`src/rtl/seq_divider.sv`:
```
// Unsigned restoring divider: one quotient bit per clock via a W+1-bit trial subtract.
// Latency W+1 cycles start-to-done (1 cycle for a zero divisor when SEQ_DIVIDER_ZERO_CHECK_EN is defined).
// Backpressure: start is only accepted in IDLE or DONE; start during RUN is ignored.
module seq_divider #(
  parameter int W = 8
) (
  input  logic         i_clk,
  input  logic         i_rst,
  input  logic         i_start,
  input  logic [W-1:0] i_dividend,
  input  logic [W-1:0] i_divisor,
  output logic         o_busy,
  output logic         o_done,
  output logic [W-1:0] o_quotient,
  output logic [W-1:0] o_remainder,
  output logic         o_div_by_zero
);

  localparam int CW = $clog2(W);

  typedef enum logic [1:0] {
    S_IDLE = 2'd0,
    S_RUN  = 2'd1,
    S_DONE = 2'd2
  } state_t;

  state_t         r_state;
  state_t         w_next_state;

  // Partial remainder never reaches 2**W (it stays below the divisor),
  // so only the shifted trial value needs the extra bit.
  logic [W-1:0]   r_rem;
  logic [W-1:0]   r_q;
  logic [W-1:0]   r_div;
  logic [CW-1:0]  r_cnt;
  logic [W-1:0]   r_quot_out;
  logic [W-1:0]   r_rem_out;

  logic           w_accept;
  logic           w_zero_div;
  logic           w_last;
  logic [W:0]     w_shift;
  logic [W:0]     w_trial;
  logic           w_fit;
  logic [W-1:0]   w_rem_next;
  logic [W-1:0]   w_q_next;

  assign w_accept = i_start && (r_state != S_RUN);
  assign w_last   = (r_state == S_RUN) && (r_cnt == '0);

`ifdef SEQ_DIVIDER_ZERO_CHECK_EN
  assign w_zero_div = (i_divisor == '0);
`else
  assign w_zero_div = 1'b0;
`endif

  // One restoring step: shift {R,Q} left, trial-subtract the divisor, keep or restore.
  always_comb begin
    w_shift    = {r_rem, r_q[W-1]};
    w_trial    = w_shift - {1'b0, r_div};
    w_fit      = ~w_trial[W];
    w_rem_next = w_fit ? w_trial[W-1:0] : w_shift[W-1:0];
    w_q_next   = {r_q[W-2:0], w_fit};
  end

  // State register.
  always_ff @(posedge i_clk) begin
    if (i_rst) r_state <= S_IDLE;
    else       r_state <= w_next_state;
  end

  // Next-state and handshake outputs.
  always_comb begin
    w_next_state = r_state;
    o_busy       = 1'b0;
    o_done       = 1'b0;
    unique case (r_state)
      S_IDLE, S_DONE: begin
        o_done = (r_state == S_DONE);
        if (w_accept) w_next_state = w_zero_div ? S_DONE : S_RUN;
        else          w_next_state = S_IDLE;
      end
      S_RUN: begin
        o_busy = 1'b1;
        if (r_cnt == '0) w_next_state = S_DONE;
      end
      default: w_next_state = S_IDLE;
    endcase
  end

  // Working registers: load on accepted start, iterate while running.
  always_ff @(posedge i_clk) begin
    if (i_rst) begin
      r_rem <= '0;
      r_q   <= '0;
      r_div <= '0;
      r_cnt <= '0;
    end else if (w_accept) begin
      r_rem <= '0;
      r_q   <= i_dividend;
      r_div <= i_divisor;
      r_cnt <= CW'(W - 1);
    end else if (r_state == S_RUN) begin
      r_rem <= w_rem_next;
      r_q   <= w_q_next;
      r_cnt <= r_cnt - CW'(1);
    end
  end

  // Result registers: written only on the edge entering DONE, held otherwise.
  always_ff @(posedge i_clk) begin
    if (i_rst) begin
      r_quot_out <= '0;
      r_rem_out  <= '0;
    end else if (w_accept && w_zero_div) begin
      r_quot_out <= '1;
      r_rem_out  <= i_dividend;
    end else if (w_last) begin
      r_quot_out <= w_q_next;
      r_rem_out  <= w_rem_next;
    end
  end

  assign o_quotient  = r_quot_out;
  assign o_remainder = r_rem_out;

`ifdef SEQ_DIVIDER_ZERO_CHECK_EN
  logic r_dbz;

  // Zero-divisor flag travels with the results it describes.
  always_ff @(posedge i_clk) begin
    if (i_rst)                      r_dbz <= 1'b0;
    else if (w_accept && w_zero_div) r_dbz <= 1'b1;
    else if (w_last)                r_dbz <= 1'b0;
  end

  assign o_div_by_zero = r_dbz;
`else
  assign o_div_by_zero = 1'b0;
`endif

endmodule

```
`config.mk`:
```
export PLATFORM = sky130hd
export DESIGN_NAME = seq_divider
export DESIGN_NICKNAME = d
export VERILOG_FILES = /design/src/rtl/seq_divider.sv
export SDC_FILE = /design/constraint.sdc
export NUM_CORES = 1
export LEC_CHECK = 0
export CAP_MARGIN = 20
export CORE_ASPECT_RATIO = 1.25
export CORE_MARGIN = 8
export CORE_UTILIZATION = 56
export DETAILED_ROUTE_END_ITERATION = 8
export PLACE_DENSITY = 0.81
export SETUP_SLACK_MARGIN = 0.4
export SYNTH_ARGS = -nofsm -noshare
export SYNTH_HDL_FRONTEND = slang
export SYNTH_SLANG_ARGS = --single-unit
```
`constraint.sdc`:
```
create_clock -name i_clk -period 8.05 [get_ports i_clk]
set_clock_uncertainty 0.2 [all_clocks]
set_input_delay 2.415 -clock i_clk [delete_from_list [all_inputs] [get_ports i_clk]]
set_output_delay 2.415 -clock i_clk [all_outputs]
set_load 0.005 [all_outputs]
```
; ---- Word-level counts from Yosys, hierarchy flattened
; Cells that the tools add are included.
[op_classes]
n_eq_ne = 4
n_bitwise = 1
n_reduce_logical = 7
addsub = 2
n_mux = 10
[op_table]
columns = cell, count
row1 = $mux W8, 3
row2 = $sub A9 B8 Y9, 1
row3 = $mux W3, 2
row4 = $pmux W2 S2, 1
row5 = $reduce_or A2 Y1, 2
row6 = $logic_not A3 Y1, 1
row7 = $mux W1, 3
row8 = $sub A3 B1 Y3 const B, 1
row9 = $eq A2 B1 Y1 const B, 1
row10 = $eq A2 B2 Y1 const B, 1
row11 = $logic_and A1 B1 Y1, 2
row12 = $logic_not A2 Y1, 1
row13 = $mux W2, 1
row14 = $ne A2 B1 Y1 const B, 1
row15 = $ne A2 B2 Y1 const B, 1
row16 = $reduce_bool A2 Y1, 1
row17 = $not A1 Y1, 1
[word_totals]
ff_bits = 45
input_bits = 19
output_inout_bits = 19

; ---- Logic depth before layout (Yosys ltp)
; Gate-level depths: netlist of run 1.
[logic_depth]
ltp_word = 4
depth_mapped = 11

; ---- Worst setup path before layout of run 1
; No wires, ideal clock.
[synth_path]
path_type = input to register
startpoint = input port i_rst
endpoint = register r_quot_out[0], in the netlist o_quotient[0]
arrival_ns = 3.226
setup_slack_ns = 4.497
stages = 4
setup_time_ns = 0.128
t_required_ns = 7.722
path_buffers = 3
cell_sequence = clkbuf_1 clkbuf_1 clkbuf_1 nor2_1
[synth_lines]
columns = item, line_no
row1 = "start, declared", 8  ; input logic i_rst,
row2 = "end signal, assigned", 119  ; r_quot_out <= w_q_next;
row3 = "end, declared", 36  ; logic [W-1:0] r_quot_out;
; No word-level cell between the ends.

; ---- Worst setup path after layout of run 1
[layout_path]
startpoint = register r_state[1]
endpoint = output port o_busy
[layout_via]
elab_chain_len = 2
[layout_rtl]
columns = item, line_no
row1 = "start, declared", 27  ; state_t r_state;
row2 = "start signal, assigned", 69  ; else r_state <= w_next_state;
row3 = $eq A2 B1 Y1, 77  ; unique case (r_state)
row4 = $mux W1, 77
row5 = "end, declared", 12  ; output logic o_busy,
; No other way between the ends.

==> results of run 1 <==
Yosys cell counts (2+ instances only):
cell      count
nor3_1        4
ha_1         10
o211ai_1      2
nand2b_1      5
nand2_1      28
nand3_1      14
clkbuf_1     14
mux2i_1       9
a211oi_1     18
buf_4         2
nand4b_1      2
or4_1         4
xnor2_1       2
o21a_1        2
buf_1         2
nand3b_1      3
inv_1        14
dfxtp_1      45
nand4_1       2
o31a_1        3
nor2_1       26
nor2b_1       3
o21ai_0      10
a21oi_1      28
metal layers:
metal | global-route usage, % | up-vias | part of all wire (%)
met3 | 3.93 | 6 | 2.9
li1 | - | 995 | -
met1 | 17.5 | 894 | 44
met5 | 0 | - | 0
met4 | 6.75 | 0 | 1.3
met2 | 29.2 | 28 | 52
power groups by stage:
| stage | clock network, µW | registers [µW] | logic [µW] |
|---|---|---|---|
| 6_report | 170 | 249 | 139 |
| 2_1_floorplan | 0 | 251 | 103 |
| 4_1_cts | 173 | 249 | 139 |
| 5_1_grt | 181 | 251 | 153 |
| 3_3_place_gp | 0 | 254 | 135 |
| 3_5_place_dp | 0 | 254 | 138 |
worst max-delay path, cell delays in order (launching register included):
cell and delay (ns):
dfxtp_1 0.31, nand2b_1 0.13, buf_4 0.23, inv_1 0.53, clkdlybuf4s50_1 0.63
metrics by stage:
step	hold slack (ns)	total power, µW	utilization (%)	setup slack, ns
2_1_floorplan	0.236	355	-	4.50
3_3_place_gp	0.244	388	68.2	3.47
3_5_place_dp	0.248	392	68.2	3.42
4_1_cts	0.259	561	71.1	3.32
5_1_grt	0.277	585	71.1	3.20
6_report	0.257	558	71.1	3.31
flip-flops by register name, indices dropped and copies added, names as in the netlist:
name         flops
o_remainder      8
r_rem            8
r_cnt            3
r_div            8
o_quotient       8
r_state          2
r_q              8
cells by family after synthesis:
logic type,synth area share [%]
and+or+nand+nor,20.8
AOI/OAI and AO/OA,21.0
DFF,40.3
buffers and inverters,5.94
adders and majority gates,6.50
muxes,4.03
xor gates and xnor gates,1.18
other,0.168
worst max path at each step:
stage               cells after the start                         end
floorplan                               4  o_quotient[0]$_SDFFE_PP0P_
global placement                        4       r_rem[6]$_SDFFE_PP0P_
detailed placement                      4       r_rem[6]$_SDFFE_PP0P_
CTS                                     4                      o_busy
global route                            4                      o_busy
finish                                  4                      o_busy
area by class of cell:
type | instances | area (µm²)
fillers | 341 | 1100
clock inverters | 2 | 38.8
flip-flops and latches | 45 | 901
well taps | 54 | 67.6
multi-input cells | 191 | 1200
inverters | 14 | 52.6
repair buffers | 39 | 383
clock buffers | 6 | 72.6
==> metrics.md, run 1 <==
| Metric | Value |
|---|---|
| Buffer count from post-CTS setup fixing | `0` |
| Reg2reg setup slack | `4.73 ns` |
| RSZ-0062 raised after global routing | `false` |
| Reg2reg path depth | `9` |
| Mapped Cells | `between 200 and 300` |
| Hold buffers post-CTS | `0` |
| Achievable Freq | `approximately 210 MHz` |
| Cell area after synthesis | `0.00223 mm²` |
| Post-synth net total | `about 300` |
| Total track usage | `approximately 16%` |
| Htree depth | `2` |
| Post-DP HPWL | `approximately 3400 µm` |
| CTS tree | `built` |
| DP Area | `between 0.002 and 0.003 mm²` |
| Fin area | `0.00272 mm²` |
| Cts repair resizes | `0` |
| Peak supply drop | `between 0.0001 and 0.00015 V` |
| Final Max Tran Viols | `0` |
| Final TNS setup | `0 ns` |
| Yosys top cell by area | `dfxtp_1` |
| Hold Crit Class | `reg2reg` |
| Total grt overflow | `0` |
| Hold path start | `r_div[4]$_SDFFE_PP0P_` |
| Clock transition at the registers of the reported paths | `0.08 ns` |
| Shortest period the worst path allows | `between 4 and 5 ns` |
| PwrDens | `between 200 and 250 mW/mm²` |
| Cells after DPL | `around 340` |
| Pint | `~400 µW` |
| Max-cap viol count | `0` |
| Initial Util | `58.5%` |
| Total number of vias | `~1.9k` |
| Initial antenna violation count | `0` |
| FF-to-FF End | `r_rem[6]$_SDFFE_PP0P_` |
| Leak pwr | `0.00105 µW` |
| Gpl congestion | `0.858` |
| Seq pwr share | `roughly 45%` |
| EDFF count, synth | `0` |
| Worst Hold End | `r_div[4]$_SDFFE_PP0P_` |
| Commonest cells after routing, fill and taps aside | `dfxtp_1, clkdlybuf4s50_1, a21oi_1, nand2_1, nor2_1` |
| Global-route wire length before repair | `between 8000 and 9000 µm` |
| Layout cells sized above 1 | `4.71%` |
| Clock network power share | `between 30% and 40%` |
| Drt via density | `5.48` |
| Setup violations, final | `0` |
| Endpoints failing hold | `0` |
| CP startpoint | `r_state[1]$_SDFFE_PP0P_` |
| Die W | `between 70 and 80 µm` |
| DRT Pass-1 Iters | `4` |
| Hold Path Cell Cnt | `2` |
| Ant diodes | `0` |
| IO Port Bufs | `36` |
| Num CTS Buffers | `5` |
| Rows | `25` |
| TritonCTS Sinks | `45` |
| Final wirelength | `4870 µm` |
| FFs w/ async S/R, synth | `0%` |
| Tcrit/Tclk final | `58.8%` |
| CTS root buf | `clkbuf_8` |
| Distinct cell type count after synthesis | `41` |
| Required time worst endpoint | `5.43 ns` |
| Clock tree buffer depth | `2` |
| Yosys warns | `0` |
| Post-route ant nets | `0` |
| Outcome | `completed` |
| Iter 0 DRT Violations | `about 150` |
| Reg-to-reg startpoint | `r_q[7]$_SDFFE_PP0P_` |
| Commonest non-fill, non-tap cell in the layout | `dfxtp_1` |
| Avg Cell Area, Syn | `8.30 µm²` |
| Vias in the first global route | `1,871` |
| Average wire per standard cell | `13.9 µm` |
| Combinational Power Share | `24.9%` |
| Sw Pwr | `between 150 and 200 µW` |
| Area growth from synthesis to layout | `21.6%` |
| Post-synth top area share | `roughly two fifths` |
| Die area | `around 0.0063 mm²` |
| Least-Margin Pin Slew | `slightly below 1 ns` |
| CP startpoint kind | `register` |
| Drt drc | `0` |
| Post-synth top flop | `dfxtp_1` |
| Synth area leaders | `dfxtp_1, a21oi_1, a211oi_1` |
| Core footprint | `0.00382 mm²` |
| Final net count | `326` |
| Post-Layout Cell Count | `roughly 350` |
| Number of synthesized register bits | `45` |
| CP Max Fanout | `33` |
| IO Pins | `38` |
| Pin count of the biggest net entering global routing | `46` |
| Register area share after synthesis | `40.3%` |
| Clk_lat worst skew | `0.30 ns` |
| Data arrival, critical path | `roughly 2.1 ns` |
| Max_slew headroom | `between 30% and 40%` |
| Crit Path Class | `reg2out` |
| Chip height | `a little under 90 µm` |
| Sw Share | `between 20% and 30%` |
| Crit end category | `primary output` |
Power figures use the tool's default switching activity.
==> run 2, diff against run 1 <==
--- a/config.mk
+++ b/config.mk
@@ -8,9 +8,9 @@
 export CAP_MARGIN = 20
 export CORE_ASPECT_RATIO = 1.25
 export CORE_MARGIN = 8
-export CORE_UTILIZATION = 56
+export CORE_UTILIZATION = 47
 export DETAILED_ROUTE_END_ITERATION = 8
-export PLACE_DENSITY = 0.81
+export PLACE_DENSITY = 0.72
 export SETUP_SLACK_MARGIN = 0.4
 export SYNTH_ARGS = -nofsm -noshare
 export SYNTH_HDL_FRONTEND = slang
==> constraint.sdc (replaced) <==
create_clock -name i_clk -period 4.2 [get_ports i_clk]
set_clock_uncertainty 0.2 [all_clocks]
set_input_delay 1.26 -clock i_clk [delete_from_list [all_inputs] [get_ports i_clk]]
set_output_delay 1.26 -clock i_clk [all_outputs]
set_load 0.005 [all_outputs]
==> metrics.md, run 2 (same netlist as run 1, synthesis figures left out) <==
| Metric | Value |
|---|---|
| Final wirelength | `5280 µm (was 4870 µm)` |
| Data arrival, critical path | `3.18 ns (was 2.12 ns)` |
| Area growth from synthesis to layout | `21.8% (was 21.6%)` |
| Tcrit/Tclk final | `between 70 and 80%` |
| Worst path slowest cell | `or2_0 (was clkdlybuf4s50_1)` |
| PwrDens | `375 mW/mm² (was 205 mW/mm²)` |
| Min Hold Slack | `0.258 ns (was 0.257 ns)` |
| Clock tree buffer depth | `2 (unchanged)` |
| Post-DP HPWL | `3780 µm (was 3440 µm)` |
| DRT Pass-1 Iters | `4 (unchanged)` |
| CTS root buf | `clkbuf_8 (unchanged)` |
| CP Cell Sequence | `inv_1 -> ha_1 -> fa_1 -> nor2b_4 -> o31a_1 -> o21ai_0 -> or2_0 -> mux2i_1 -> a211oi_1 (was nand2b_1 -> buf_4 -> inv_1 -> clkdlybuf4s50_1)` |
| Hold Crit Class | `reg2reg (unchanged)` |
| GRT met1 Usage | `17.7% (was 17.5%)` |
| Initial antenna violation count | `0 (unchanged)` |
| CTS tree | `built (unchanged)` |
| Iter 0 DRT Violations | `102 (was 149)` |
| Hold Path Cell Cnt | `2 (unchanged)` |
| Die area | `0.00723 mm² (was 0.00628 mm²)` |
| Setup violations, final | `0 (unchanged)` |
| TritonCTS Sinks | `45 (unchanged)` |
| Reg2reg path depth | `9 (unchanged)` |
| Rows | `28 (was 25)` |
| Required time worst endpoint | `4.14 ns (was 5.43 ns)` |
| Total number of vias | `1,969 (was 1,923)` |
| Reg-to-reg startpoint | `r_q[7]$_SDFFE_PP0P_ (unchanged)` |
| Place WS | `1.01 ns (was 3.42 ns)` |
| Die W | `77.7 µm (was 72.5 µm)` |
| Crit Path Class | `reg2reg (was reg2out)` |
| Global-route wire length before repair | `9010 µm (was 8210 µm)` |
| Drt via density | `5.48 (about the same)` |
| Crit end category | `register (was primary output)` |
| Core footprint | `0.00466 mm² (was 0.00382 mm²)` |
| Gpl congestion | `0.853 (was 0.858)` |
| GR peak layer | `met2 (unchanged)` |
| Max-cap viol count | `0 (unchanged)` |
| Total track usage | `14.9% (was 16.2%)` |
| Commonest non-fill, non-tap cell in the layout | `dfxtp_1 (unchanged)` |
| Initial Util | `47.9% (was 58.5%)` |
| CP Max Fanout | `16 (was 33)` |
| Clock transition at the registers of the reported paths | `0.08 ns (about the same)` |
| Reg2reg setup slack | `0.96 ns (was 4.73 ns)` |
| Max_slew headroom | `35.6% (was 34.1%)` |
| CP startpoint | `r_q[7]$_SDFFE_PP0P_ (was r_state[1]$_SDFFE_PP0P_)` |
| Clk_lat worst skew | `0.30 ns (about the same)` |
| Num CTS Buffers | `5 (unchanged)` |
| Least-Margin Pin Slew | `0.963 ns (was 0.986 ns)` |
| CP startpoint kind | `register (unchanged)` |
| Cts repair resizes | `0 (unchanged)` |
| Achievable Freq | `309 MHz` |
| Final Max Tran Viols | `0 (unchanged)` |
| Peak supply drop | `0.000202 V (was 0.000145 V)` |
| M2 GR Usage | `25.2% (was 29.2%)` |
| Outcome | `completed (unchanged)` |
| Commonest cells after routing, fill and taps aside | `dfxtp_1, clkdlybuf4s50_1, a21oi_1, nand2_1, nor2_1 (unchanged)` |
| Core Util, Final | `58.4% (was 71.1%)` |
| GR Layer Usage met3 | `4.41% (was 3.93%)` |
| Leak pwr | `0.00105 µW (about the same)` |
| Buffer count from post-CTS setup fixing | `0 (unchanged)` |
| Total grt overflow | `0 (unchanged)` |
| RSZ-0062 raised after global routing | `false (unchanged)` |
| Max incr delay on CP | `0.79 ns (was 0.63 ns)` |
| FF-to-FF End | `o_remainder[4]$_SDFFE_PP0P_ (was r_rem[6]$_SDFFE_PP0P_)` |
| IO Port Bufs | `36 (unchanged)` |
| Average wire per standard cell | `14.7 µm (was 13.9 µm)` |
| Crit path capture | `o_remainder[4]$_SDFFE_PP0P_ (was o_busy)` |
| Worst setup margin | `0.959 ns (was 3.31 ns)` |
| Pin count of the biggest net entering global routing | `33 (was 46)` |
| Layout cells sized above 1 | `5.35% (was 4.71%)` |
| Shortest period the worst path allows | `3.24 ns` |
| Vias in the first global route | `1,945 (was 1,871)` |
| Endpoints failing hold | `0 (unchanged)` |
| Htree depth | `2 (unchanged)` |
| Fillers | `457 (was 341)` |
| Cells after DPL | `352 (was 343)` |
| Post-Layout Cell Count | `359 (was 351)` |
| Chip height | `93.1 µm (was 86.6 µm)` |
| Post-route ant nets | `0 (unchanged)` |
| Final net count | `329 (was 326)` |
| IO Pins | `38 (unchanged)` |
| Ant diodes | `0 (unchanged)` |
| Hold buffers post-CTS | `0 (unchanged)` |
| Final TNS setup | `0 ns (unchanged)` |
| Drt drc | `0 (unchanged)` |
run 2: cell count changes in the layout (fill, tap and decap cells not counted):
| cell | before | now |
|---|---|---|
| clkinv_4 | 1 | 0 |
| clkbuf_8 | 5 | 6 |
| bufinv_16 | 1 | 0 |
| buf_4 | 3 | 6 |
run 2: worst min path at each step:
stage / end / slack (ns) / startpoint
after global routing: o_quotient[7]$_SDFFE_PP0P_ / 0.27 / o_quotient[7]$_SDFFE_PP0P_
after detailed placement: o_quotient[2]$_SDFFE_PP0P_ / 0.25 / o_quotient[2]$_SDFFE_PP0P_
after floorplan: r_div[2]$_SDFFE_PP0P_ / 0.24 / r_div[2]$_SDFFE_PP0P_
after global placement: o_quotient[3]$_SDFFE_PP0P_ / 0.24 / o_quotient[3]$_SDFFE_PP0P_
final: o_quotient[6]$_SDFFE_PP0P_ / 0.26 / o_quotient[6]$_SDFFE_PP0P_
after CTS: o_quotient[6]$_SDFFE_PP0P_ / 0.26 / o_quotient[6]$_SDFFE_PP0P_
run 2: through the flow:
step | power [µW] | area, µm²
floorplan | 680 | 2230
global placement | 749 | 2630
detailed placement | 754 | 2630
CTS | 1020 | 2720
global route | 1070 | 2720
finish | 1020 | 2720
run 2: per-layer routing:
metal | share of wire (%) | wire, µm
met1 | 44 | 2350
met5 | 0 | 0
met3 | 4.3 | 226
met2 | 50 | 2650
met4 | 1.1 | 59
run 2: final cells by class:
| class | instances | area, µm² | area share [%] |
|---|---|---|---|
| timing repair buffer | 42 | 405 | 14.9 |
| multi-input combinational | 191 | 1200 | 44.1 |
| clock buffer | 7 | 86.3 | 3.17 |
| sequential | 45 | 901 | 33.1 |
| inverter | 14 | 52.6 | 1.93 |
| tap | 60 | 75.1 | 2.76 |
run 2: report_power, final:
group / internal (µW) / switching [µW]
Clock: 131 / 143
Combinational: 117 / 151
Sequential: 456 / 21.5
run 2: worst max-delay path: cells and delay by family, from the launching register on:
kind	cells	cell delay, ns
AND/OR/NAND/NOR	2	0.85
adder cells (fa/ha/maj)	2	0.41
multiplexers	1	0.31
flip-flops	1	0.35
AO/OA/AOI/OAI	3	0.91
buffers and inverters	1	0.06
